--- src/rtl/gpio_pin_filter.sv ---
// Pad input conditioning for the GPIO block: 2-flop synchroniser, per-pin
// tick-timed debounce filter, and registered single-cycle rise/fall pulses.
module gpio_pin_filter #(
  parameter int PIN_W = 16,
  parameter int CNT_W = 8,
  parameter int PRE_W = 16
) (
  input  logic             pclk,
  input  logic             p_reset,
  input  logic [PIN_W-1:0] pad_in,
  input  logic [PIN_W-1:0] filter_en,
  input  logic [PRE_W-1:0] prescale,
  input  logic [CNT_W-1:0] threshold,
  output logic [PIN_W-1:0] pin_filt,
  output logic [PIN_W-1:0] rise_pulse,
  output logic [PIN_W-1:0] fall_pulse,
  output logic             sample_tick
);

  logic [PIN_W-1:0] sync1_q, sync2_q;
  logic [PRE_W-1:0] pre_cnt_q, pre_cnt_d;
  logic             tick_q, tick_d;
  logic [CNT_W-1:0] cnt_q [PIN_W];
  logic [CNT_W-1:0] cnt_d [PIN_W];
  logic [PIN_W-1:0] filt_q, filt_d;
  logic [PIN_W-1:0] rise_q, rise_d;
  logic [PIN_W-1:0] fall_q, fall_d;
  logic [CNT_W-1:0] thr_eff;

  always_comb begin
    // ">=" also catches a count left above a freshly lowered prescale.
    pre_cnt_d = (pre_cnt_q >= prescale) ? '0 : pre_cnt_q + PRE_W'(1);
    tick_d    = (pre_cnt_d == prescale);
    thr_eff   = (threshold == '0) ? CNT_W'(1) : threshold;
    filt_d    = filt_q;
    for (int i = 0; i < PIN_W; i++) begin
      cnt_d[i] = cnt_q[i];
      if (!filter_en[i]) begin
        filt_d[i] = sync2_q[i];
        cnt_d[i]  = '0;
      end else if (tick_q) begin
        if (sync2_q[i] == filt_q[i]) begin
          cnt_d[i] = '0;
        end else if (({1'b0, cnt_q[i]} + (CNT_W+1)'(1)) >= {1'b0, thr_eff}) begin
          filt_d[i] = sync2_q[i];
          cnt_d[i]  = '0;
        end else begin
          cnt_d[i] = cnt_q[i] + CNT_W'(1);
        end
      end
    end
    rise_d = filt_d & ~filt_q;
    fall_d = ~filt_d & filt_q;
  end

  always_ff @(posedge pclk) begin
    if (p_reset) begin
      sync1_q   <= '0;
      sync2_q   <= '0;
      pre_cnt_q <= '0;
      tick_q    <= 1'b0;
      filt_q    <= '0;
      rise_q    <= '0;
      fall_q    <= '0;
      for (int i = 0; i < PIN_W; i++) cnt_q[i] <= '0;
    end else begin
      sync1_q   <= pad_in;
      sync2_q   <= sync1_q;
      pre_cnt_q <= pre_cnt_d;
      tick_q    <= tick_d;
      filt_q    <= filt_d;
      rise_q    <= rise_d;
      fall_q    <= fall_d;
      for (int i = 0; i < PIN_W; i++) cnt_q[i] <= cnt_d[i];
    end
  end

  assign pin_filt    = filt_q;
  assign rise_pulse  = rise_q;
  assign fall_pulse  = fall_q;
  assign sample_tick = tick_q;

endmodule

--- config.mk ---
export PLATFORM = sky130hd
export DESIGN_NAME = gpio_pin_filter
export DESIGN_NICKNAME = d
export VERILOG_FILES = /design/src/rtl/gpio_pin_filter.sv
export SDC_FILE = /design/constraint.sdc
export NUM_CORES = 1
export LEC_CHECK = 0
export BUFFER_PORTS_ARGS = -buffer_cell sky130_fd_sc_hd__buf_2
export CORE_MARGIN = 5
export CORE_UTILIZATION = 45
export CTS_CLUSTER_SIZE = 30
export DETAILED_ROUTE_END_ITERATION = 6
export GPL_TIMING_DRIVEN = 1
export SYNTH_ARGS = -nofsm -noshare
export SYNTH_HDL_FRONTEND = slang
export SYNTH_SLANG_ARGS = --single-unit
--- constraint.sdc ---
create_clock -name pclk -period 4.23 [get_ports pclk]
set_input_delay 0 -clock pclk [delete_from_list [all_inputs] [get_ports pclk]]
set_output_delay 0 -clock pclk [all_outputs]
set_load 0.01 [all_outputs]
Word-level counts from Yosys, hierarchy flattened:

Memory sizes are Yosys's and may differ from the RTL's.
Cells that the tools add are included.

* flip-flop bits (word level): 97
* latch bits: 0
* memory bits (writable): 128
* bits in read-only memories: 0
* bits of input ports: 58
* output and inout bits: 49
* memories kept: 1

* $add $sub $neg: 33
* $mul: 0
* divide/modulo/power cells: 0
* order comparisons: 17
* eq/ne operators: 17
* shifts and indexed selects: 0
* muxes and demuxes: 149
* bitwise gates (word level): 20
* reductions and logical operators: 1

Memory list
* cnt_q: words 16, bits a word 8, rd ports 16, clocked after Yosys merged registers in 0, write ports 16, RTL line 23 `logic [CNT_W-1:0] cnt_q [PIN_W];`

Operator list (number)
* $mux W8: 81
* $add A8 B1 Y9 const B: 16
* $ge A9 B8 Y1: 16
* $add A8 B1 Y8 const B: 16
* $mux W1: 67
* $and A16 B16 Y16: 2
* $not A16 Y16: 2
* $add A16 B1 Y16 const B: 1
* $eq A1 B1 Y1: 16
* $eq A16 B16 Y1: 1
* $ge A16 B16 Y1: 1
* $mux W16: 1
* $or A1 B1 Y1: 16
* $logic_not A8 Y1: 1

Logic depth before layout (Yosys ltp):

Gate-level depths: netlist of the first run.

* depth after elaboration: 9
* gate-level depth with buffers: 14

Worst setup path before layout of the first run:

OpenSTA, ideal clock, no wires.

* path type: input to register
* start: input port threshold[6]
* end: memory cnt_q[15][2], in the netlist cnt_q[1][58]
* library setup time: 0.074 ns
* data arrival time: 2.947 ns
* setup slack: 1.208 ns
* cell stages on the path: 13
* buffers on the path: 2
* cells stage by stage: buf_2 -> buf_1 -> nor4_1 -> a41o_1 -> ha_1 -> nand2b_1 -> a21o_1 -> maj3_1 -> o31ai_1 -> a22oi_1 -> nor4_2 -> o21ai_0 -> o21ai_0

RTL lines
* start, declared: RTL line 13 `input logic [CNT_W-1:0] threshold,`
* end, declared: RTL line 23

Worst setup path after layout of the first run:

* start: register pre_cnt_q[0]
* end: register tick_q, in the netlist sample_tick

* longest elaborated chain between the ends: 3

RTL lines
* start, declared: RTL line 21 `logic [PRE_W-1:0] pre_cnt_q, pre_cnt_d;`
* start signal, assigned: RTL line 69 `pre_cnt_q <= pre_cnt_d;`
* $add A16 B1 Y16 / $ge A16 B16 Y1 (equally long branches): RTL line 32 `pre_cnt_d = (pre_cnt_q >= prescale) ? '0 : pre_cnt_q + PRE_W'(1);`
* $mux W16 *: RTL line 32
* $eq A16 B16 Y1 *: RTL line 33 `tick_d = (pre_cnt_d == prescale);`
* end signal, assigned: RTL line 70 `tick_q <= tick_d;`
* end, declared: RTL line 22 `logic tick_q, tick_d;`

Mark *: on every way between the ends. The rest lies on a longest branch, timed or not.
A chain may end at the register's enable or synchronous reset.

==> results of run 1 <==
[flip-flops by register name, summed over array words and instances (netlist names)]
name and count:
fall_pulse 16, sync1_q 16, pin_filt 16, rise_pulse 16
cnt_q 128, sync2_q 16, pre_cnt_q 16, sample_tick 1
[cells in the mapped netlist, drive strengths merged, types with 11 or more instances]
cell / n / share of area
nor3b: 13 / 0.0073
nand3: 63 / 0.024
inv: 47 / 0.013
a21boi: 12 / 0.0068
a22oi: 48 / 0.027
dfxtp: 225 / 0.34
ha: 130 / 0.12
o21a: 22 / 0.012
buf: 18 / 0.0060
nor2: 135 / 0.038
maj3: 13 / 0.0098
nor3: 17 / 0.0090
o221ai: 11 / 0.0072
a31oi: 43 / 0.020
mux2i: 30 / 0.023
clkbuf: 32 / 0.0090
nand3b: 33 / 0.019
xnor2: 74 / 0.049
o21ai: 53 / 0.020
and3: 37 / 0.018
nor2b: 38 / 0.018
nand2b: 54 / 0.025
a21o: 19 / 0.011
xor2: 52 / 0.034
nor4: 13 / 0.0075
nand2: 107 / 0.030
nor4b: 21 / 0.014
a21oi: 67 / 0.025
[routing by layer]
layer / global-route usage / share of wire / up-vias
li1: - / - / 5790
met2: 0.322 / 0.45 / 244
met4: 0.0498 / 0.020 / 2
met5: 0 / 0.00039 / -
met3: 0.0341 / 0.052 / 47
met1: 0.268 / 0.48 / 5326
[metrics by stage]
step	total power, mW	worst slack (ps)	hold slack, ps	util
final	4.83	579	210	0.528
after global routing	5.03	228	230	0.528
after CTS	4.89	608	181	0.528
after detailed placement	2.51	865	214	0.485
after global placement	2.50	994	210	0.485
after floorplan	2.39	1210	128	-
[layout by cell type (no fill, tap or decap), types with 5 or more instances in the layout]
cell and instances:
a221oi_1 10, clkinv_2 9, nor3_2 7, a21boi_0 12
and3_1 36, buf_4 13, xnor2_1 74, a21oi_1 67
nand3_1 62, nor4b_1 21, nor2_1 134, a22oi_1 48
a31oi_1 43, nand2_1 107, nor2b_1 38, nor3_1 10
maj3_1 13, nor3b_1 13, buf_2 105, o221ai_1 11
inv_1 45, nand3b_1 33, a211oi_1 5, ha_1 130
mux2i_1 30, clkbuf_16 27, o21a_1 22, a21o_1 19
nand2b_1 54, o21ai_0 52, or2_2 8, dlygate4sd3_1 38
a22o_1 5, nor4_1 10, nand4_1 7, dfxtp_1 225
xor2_1 52
[worst max path at each step]
stage | endpoint | slack (ps) | cells after the start
CTS | sample_tick | 610 | 11
finish | sample_tick | 580 | 11
global route | sample_tick | 230 | 10
floorplan | cnt_q[1][58] | 1210 | 13
detailed placement | cnt_q[1][61] | 860 | 13
global placement | cnt_q[1][61] | 990 | 13
[power by group through the flow]
stage,Sequential [mW],Clock (mW),Combinational (mW)
final,2.16,2.34,0.324
after global routing,2.16,2.50,0.365
after CTS,2.16,2.41,0.328
after detailed placement,2.21,0,0.301
after global placement,2.21,0,0.297
after floorplan,2.21,0,0.183
[logic make-up (layout without fill, tap and decap cells)]
group	Yosys count	count (layout)	synth area share
AO/OA/AOI/OAI	331	331	0.167
adder cells (fa/ha/maj)	143	143	0.132
AND/OR/NAND/NOR	566	566	0.229
multiplexers	30	30	0.0226
buffers and inverters	98	254	0.0286
XOR/XNOR	126	126	0.0829
flip-flops	225	225	0.338
[layout make-up]
class | count | area [sq um] | area share
well taps | 390 | 488 | 0.0314
flip-flops and latches | 225 | 4500 | 0.290
repair buffers | 157 | 1020 | 0.0659
clock buffers | 32 | 714 | 0.0460
clock inverters | 17 | 185 | 0.0119
inverters | 48 | 183 | 0.0118
multi-input cells | 1196 | 8430 | 0.543
[worst max-delay path: cells and delay by family, from the launching register on]
kind,cells,cell delay [ps]
buffers and inverters,2,1170
AOI/OAI and AO/OA,2,410
DFF,1,480
xor gates and xnor gates,2,390
and+or+nand+nor,4,870
adders and majority gates,1,270
==> results_dict.tcl, run 1 <==
set metrics [dict create \
    status "finished clean" \
    max_freq_mhz 274 \
    hp-start "pad_in[12]" \
    cap_violations 0 \
    cp_slowest_cell "dlygate4sd3_1" \
    p_per_area_nw_per_um2 311 \
    gp_congestion 0.846 \
    fillCellCount 2722 \
    holdPathStages 3 \
    grt.total_usage 0.196 \
    root_buffer "clkbuf_16" \
    async_reset_ff_frac 0 \
    wl_per_cell_microns 16.0 \
    overflow 0 \
    drt-initial-drc-count 664 \
    areaGrowthSynthToFinish_pct 16.6 \
    pwr-share-clk 0.485 \
    core_sq_um 29400 \
    die_area_sq_um 33100 \
    cts_resized 0 \
    r2r_slack_ps 580 \
    stdcell_count 2065 \
    dieWidth_microns 182 \
    synth.distinct_cells 75 \
    setup_viol 0 \
    path_cells "ha_1 -> nand3_1 -> nor4_1 -> xnor2_1 -> xnor2_1 -> o311ai_1 -> o31ai_1 -> nand3b_1 -> dlygate4sd3_1 -> nor4_2 -> dlygate4sd3_1" \
    antenna_left 0 \
    via_count 11400 \
    grt_pass1_vias 10900 \
    critPathLaunchType "register" \
    syn_area_per_cell_sq_um 8.77 \
    htree_num_levels 1 \
    min_to "sync1_q[12]" \
    dieHeight_microns 182 \
    p_sw_mw 1.15 \
    pwr-share-seq 0.448 \
    viasPerCell 5.52 \
    power_leakage_nw 6.55 \
    worst_pin_slew_ps 1070 \
    cts_tree "done" \
    synth_area_sq_um 13300 \
    power.share.combinational 0.067 \
    rr_worst_depth 11 \
    critPathMaxFanout 7 \
    synth_edf_count 0 \
    grt_max_degree 67 \
    synth_seq_area_share 0.338 \
    drv_slew 0 \
    wl_microns 33100 \
    insertion_delay_ps 540 \
    numClockSinks 225 \
    numCtsBuffers 27 \
    period_needed_ps 3650 \
    required_ps 4700 \
    grt_setup_unrepaired "no" \
    pin_count 107 \
    regToRegStartpoint "pre_cnt_q[0]" \
    dp.cells 1978 \
    ys_warn_count 0 \
    synth_flop_cell "dfxtp_1" \
    syn-num-nets 1707 \
    cts_buffer_depth 3 \
    vdd_drop_max_v 0.000256 \
    p_int_mw 3.67 \
    clkTransAtPathRegs_ps 60 \
    insertedDiodeCount 0 \
    placed_cell_area_sq_um 14200 \
    cts_hold_buf 38 \
    crit_type "reg2reg" \
    drcViolationCount 0 \
    firstDrtPassIters 5 \
    skew_ps 9.65 \
    hold_class "in2reg" \
    dp_hpwl_microns 23200 \
    hold_violations 0 \
    postCtsSetupRepairBufs 0 \
    switching_share 0.239 \
    stdcell_area_sq_um 15500 \
    synth_seq_cells 225 \
    cpPeakStageDelay_ps 590 \
    slew_headroom 0.284 \
    drive_above_1_share 0.118 \
    reg2reg_to "sample_tick" \
    io_buffers 106 \
    antenna_found_initial 1 \
    initial_core_util 0.453 \
    grt_pass1_wl_microns 54900 \
    finalCritPeriodShare 0.863 \
    cp_data_arrival_time_ps 4120 \
    synthCells 1519 \
    final_nets 1843 \
    tns_ps 0 \
    endpoint_kind "register" \
    rows 63 \
    startpoint "pre_cnt_q[0]" \
]
Note: power is estimated with default switching activity, not from simulation.
==> run 2: changes to the inputs <==
--- a/config.mk
+++ b/config.mk
@@ -7,10 +7,11 @@
 export LEC_CHECK = 0
 export BUFFER_PORTS_ARGS = -buffer_cell sky130_fd_sc_hd__buf_2
 export CORE_MARGIN = 5
-export CORE_UTILIZATION = 45
+export CORE_UTILIZATION = 50
 export CTS_CLUSTER_SIZE = 30
 export DETAILED_ROUTE_END_ITERATION = 6
 export GPL_TIMING_DRIVEN = 1
+export PLACE_DENSITY = 0.68
 export SYNTH_ARGS = -nofsm -noshare
 export SYNTH_HDL_FRONTEND = slang
 export SYNTH_SLANG_ARGS = --single-unit
==> results_dict.tcl, run 2 (synthesis gave the netlist of run 1 again) <==
set metrics [dict create \
    status "finished clean" \
    cpPeakStageDelay_ps 580 \
    critPathMaxFanout 7 \
    areaGrowthSynthToFinish_pct 15.4 \
    cap_violations 0 \
    insertedDiodeCount 0 \
    grt_pass1_vias 11000 \
    period_needed_ps 3660 \
    drt-initial-drc-count 702 \
    wl_microns 32800 \
    htree_num_levels 1 \
    mostFrequentLayoutCells "dfxtp_1, nor2_1, ha_1" \
    dp_hpwl_microns 22900 \
    wl_per_cell_microns 16.4 \
    dieHeight_microns 173 \
    finalPower_mw 4.70 \
    hold_class "in2reg" \
    layout_commonest_cell "dfxtp_1" \
    skew_ps 7.90 \
    grt_max_degree 72 \
    p_per_area_nw_per_um2 306 \
    drcViolationCount 0 \
    tns_ps 0 \
    grt.total_usage 0.212 \
    power_leakage_nw 6.50 \
    antenna_left 0 \
    path_cells "ha_1 -> nand3_1 -> nor4_1 -> xnor2_1 -> xnor2_1 -> o311ai_1 -> o31ai_1 -> nand3b_1 -> dlygate4sd3_1 -> nor4_2 -> dlygate4sd3_1" \
    pwr-share-clk 0.471 \
    via_count 11400 \
    finalCritPeriodShare 0.866 \
    overflow 0 \
    root_buffer "clkbuf_16" \
    gp_congestion 0.878 \
    rows 59 \
    clkTransAtPathRegs_ps 60 \
    insertion_delay_ps 530 \
    max_freq_mhz 273 \
    cp_data_arrival_time_ps 4130 \
    cts_buffer_depth 3 \
    grt_setup_unrepaired "no" \
    cp_slowest_cell "dlygate4sd3_1" \
    p_sw_mw 1.08 \
    dieWidth_microns 173 \
    postCtsSetupRepairBufs 0 \
    switching_share 0.230 \
    drive_above_1_share 0.115 \
    power.share.combinational 0.069 \
    initial_core_util 0.510 \
    viasPerCell 5.70 \
    fillCellCount 2329 \
    pin_count 107 \
    required_ps 4700 \
    antenna_found_initial 0 \
    cts_tree "done" \
    worst_pin_slew_ps 884 \
    crit_type "reg2reg" \
    largest_reg_flops 128 \
    core_sq_um 26100 \
    hold_violations 0 \
    vdd_drop_max_v 0.000257 \
    drv_slew 0 \
    slew_headroom 0.410 \
    grt_pass1_wl_microns 54300 \
    regMostFlops "cnt_q" \
    critPathLaunchType "register" \
    p_int_mw 3.62 \
    final_nets 1842 \
    numClockSinks 225 \
    io_buffers 106 \
    die_area_sq_um 30000 \
    setup_viol 0 \
    endpoint_kind "register" \
    numCtsBuffers 27 \
    firstDrtPassIters 5 \
    pwr-share-seq 0.460 \
]
[run 2: changes by cell type in the layout (fill, tap and decap cells not counted)]
cell and delta:
buf_12 -1, buf_4 +3, bufinv_16 -1, clkbuf_8 +2, clkinv_2 -6, clkinv_4 -1, clkinv_8 -1, dlygate4sd3_1 -3
inv_6 -1
[run 2: critical path, delay by kind of cell, from the launching register on]
family                   cells  cell delay [ps]
AO/OA/AOI/OAI                2              440
XOR/XNOR                     2              370
buffers and inverters        2             1160
adder cells (fa/ha/maj)      1              270
AND/OR/NAND/NOR              4              900
flip-flops                   1              450
[run 2: path summary, 6_finish.rpt]
kind,startpoint,endpoint,slack (ps),cells after the start
worst min register to register,sync1_q[6],sync2_q[6],430,1
worst max-delay path,pre_cnt_q[0],sample_tick,570,11
worst max register to register,pre_cnt_q[0],sample_tick,570,11
worst min-delay path,p_reset,sync2_q[6],30,2
[run 2: through the flow]
| stage | hold WS (ps) | instances | setup slack (ps) | area (sq um) | utilization |
|---|---|---|---|---|---|
| global placement | 211 | 1925 | 861 | 14200 | 0.543 |
| CTS | 26.1 | 2001 | 657 | 15400 | 0.588 |
| global route | 61.0 | 2001 | 359 | 15400 | 0.588 |
| detailed placement | 216 | 1925 | 748 | 14200 | 0.543 |
| finish | 31.8 | 2001 | 567 | 15400 | 0.588 |
| floorplan | 128 | 1519 | 1210 | 13300 | - |
[run 2: timing repair]
item / 4_1_cts / 5_1_grt
endpoints found under the setup margin: 0 / 0
hold buffers: 35 / 0
endpoints found under the hold margin: 153 / 0
gates resized for setup: 0 / 0
[run 2: layer usage]
metal  share of wire  GRT usage  vias to the layer above
li1                -          -                     5768
met1            0.47      0.287                     5318
met2            0.46      0.350                      246
met3           0.045     0.0290                       66
met4           0.029     0.0675                        0
met5               0          0                        -
[run 2: cell type report]
cell class                      instances  area (sq um)  area share
Clock buffer                           34           742      0.0483
Clock inverter                          7          91.3     0.00594
Inverter                               48           183      0.0119
Multi-Input combinational cell       1196          8430       0.549
Sequential cell                       225          4500       0.293
Tap cell                              335           419      0.0273
Timing Repair Buffer                  156           996      0.0648
[run 2: power by group through the flow]
stage	Sequential, mW	Clock [mW]	Combinational [mW]
after floorplan	2.21	0	0.183
after global placement	2.21	0	0.292
after detailed placement	2.21	0	0.300
after CTS	2.16	2.26	0.325
after global routing	2.16	2.35	0.361
final	2.16	2.21	0.324
==> run 3: changes to the inputs <==
--- a/config.mk
+++ b/config.mk
@@ -12,6 +12,7 @@
 export DETAILED_ROUTE_END_ITERATION = 6
 export GPL_TIMING_DRIVEN = 1
 export PLACE_DENSITY = 0.68
+export RECOVER_POWER = 50
 export SYNTH_ARGS = -nofsm -noshare
 export SYNTH_HDL_FRONTEND = slang
 export SYNTH_SLANG_ARGS = --single-unit
==> results_dict.tcl, run 3 (synthesis gave the netlist of run 1 again) <==
set metrics [dict create \
    initial_core_util 0.510 \
    vdd_drop_max_v 0.000257 \
    via_count 11400 \
    cts_buffer_depth 3 \
    core_sq_um 26100 \
    max_freq_mhz 273 \
    clkTransAtPathRegs_ps 60 \
    layout_commonest_cell "dfxtp_1" \
    p_per_area_nw_per_um2 307 \
    dp.cells 1925 \
    die_area_sq_um 30000 \
    grt.met3_usage 0.0290 \
    grt_setup_unrepaired "no" \
    numClockSinks 225 \
    met1_usage 0.287 \
    worst_pin_slew_ps 3220 \
    antenna_left 0 \
    violations "max-capacitance violations, max-slew violations" \
    gp_congestion 0.878 \
    critPathLaunchType "register" \
    largest_reg_flops 128 \
    wl_microns 32700 \
    status "finished with violations" \
    dp_hpwl_microns 22900 \
    insertedDiodeCount 0 \
    root_buffer "clkbuf_16" \
    dieWidth_microns 173 \
    stdcell_count 2001 \
    endpoint_kind "register" \
    overflow 0 \
    drt-initial-drc-count 701 \
    drcViolationCount 0 \
    period_needed_ps 3670 \
    hold_class "in2reg" \
    insertion_delay_ps 530 \
    cts_resized 0 \
    power_leakage_nw 6.27 \
    cp_data_arrival_time_ps 4130 \
    finalCritPeriodShare 0.867 \
    dieHeight_microns 173 \
    drv_slew 98 \
    htree_num_levels 1 \
    grt_pass1_wl_microns 54300 \
    required_ps 4700 \
    crit_type "reg2reg" \
    final_nets 1842 \
    antenna_found_initial 0 \
    areaGrowthSynthToFinish_pct 14.8 \
    cap_violations 2 \
    wl_per_cell_microns 16.4 \
    viasPerCell 5.69 \
    grt.total_usage 0.212 \
    rows 59 \
    tns_ps 0 \
    pin_count 107 \
    numCtsBuffers 27 \
    grt_pass1_vias 11000 \
    io_buffers 106 \
    mostFrequentLayoutCells "dfxtp_1, nor2_1, ha_1" \
    skew_ps 7.21 \
    firstDrtPassIters 5 \
    hold_violations 0 \
    slew_headroom -1.15 \
    grt_max_degree 72 \
    drive_above_1_share 0.0828 \
    grt.busiest_layer "met2" \
    cts_tree "done" \
    critPathMaxFanout 7 \
    met2_usage 0.350 \
    setup_viol 0 \
    regMostFlops "cnt_q" \
]
==> run 3: area by class of cell <==
cell class / instances / area, sq um
fill: 2368 / 10800
multi-input combinational: 1196 / 8430
sequential: 225 / 4500
timing repair buffer: 156 / 921
clock buffer: 34 / 742
tap: 335 / 419
inverter: 48 / 183
clock inverter: 7 / 91.3
==> run 3: path summary, 6_finish.rpt <==
kind         slack (ps)  cells past startpoint          end    startpoint
max                 560                     11  sample_tick  pre_cnt_q[0]
min                 210                      3  sync1_q[14]    pad_in[14]
max reg2reg         560                     11  sample_tick  pre_cnt_q[0]
min reg2reg         430                      1   sync2_q[6]    sync1_q[6]
==> run 3: report_power, final <==
part           switching (mW)  internal (mW)  total, mW
logic                   0.189          0.133      0.322
clock network           0.874           1.34       2.21
registers              0.0183           2.14       2.16
==> run 3: metrics by stage <==
step | hold slack [ps] | setup slack, ps | utilization | area [sq um] | total power [mW]
after detailed placement | 216 | 748 | 0.543 | 14200 | 2.51
after global placement | 211 | 861 | 0.543 | 14200 | 2.50
final | 214 | 564 | 0.585 | 15300 | 4.70
after floorplan | 128 | 1210 | - | 13300 | 2.39
after global routing | 228 | 245 | 0.585 | 15300 | 4.87
after CTS | 26.1 | 657 | 0.588 | 15400 | 4.74
==> run 3: routing by layer <==
metal  up-vias  share of wire
met3        66          0.049
met1      5316           0.47
li1       5763              -
met5         -              0
met4         0          0.029
met2       250           0.45
==> run 3: repair_timing <==
action / in CTS / in global routing
hold buffers: 35 / 0
endpoints found under the hold margin: 153 / 0
buffers inserted: 0 / 0
==> run 3: critical path, cell delays in order, from the launching register on <==
cell	delay, ps
dfxtp_1	450
ha_1	270
nand3_1	210
nor4_1	280
xnor2_1	200
xnor2_1	170
o311ai_1	160
o31ai_1	280
nand3b_1	120
dlygate4sd3_1	590
nor4_2	280
dlygate4sd3_1	580
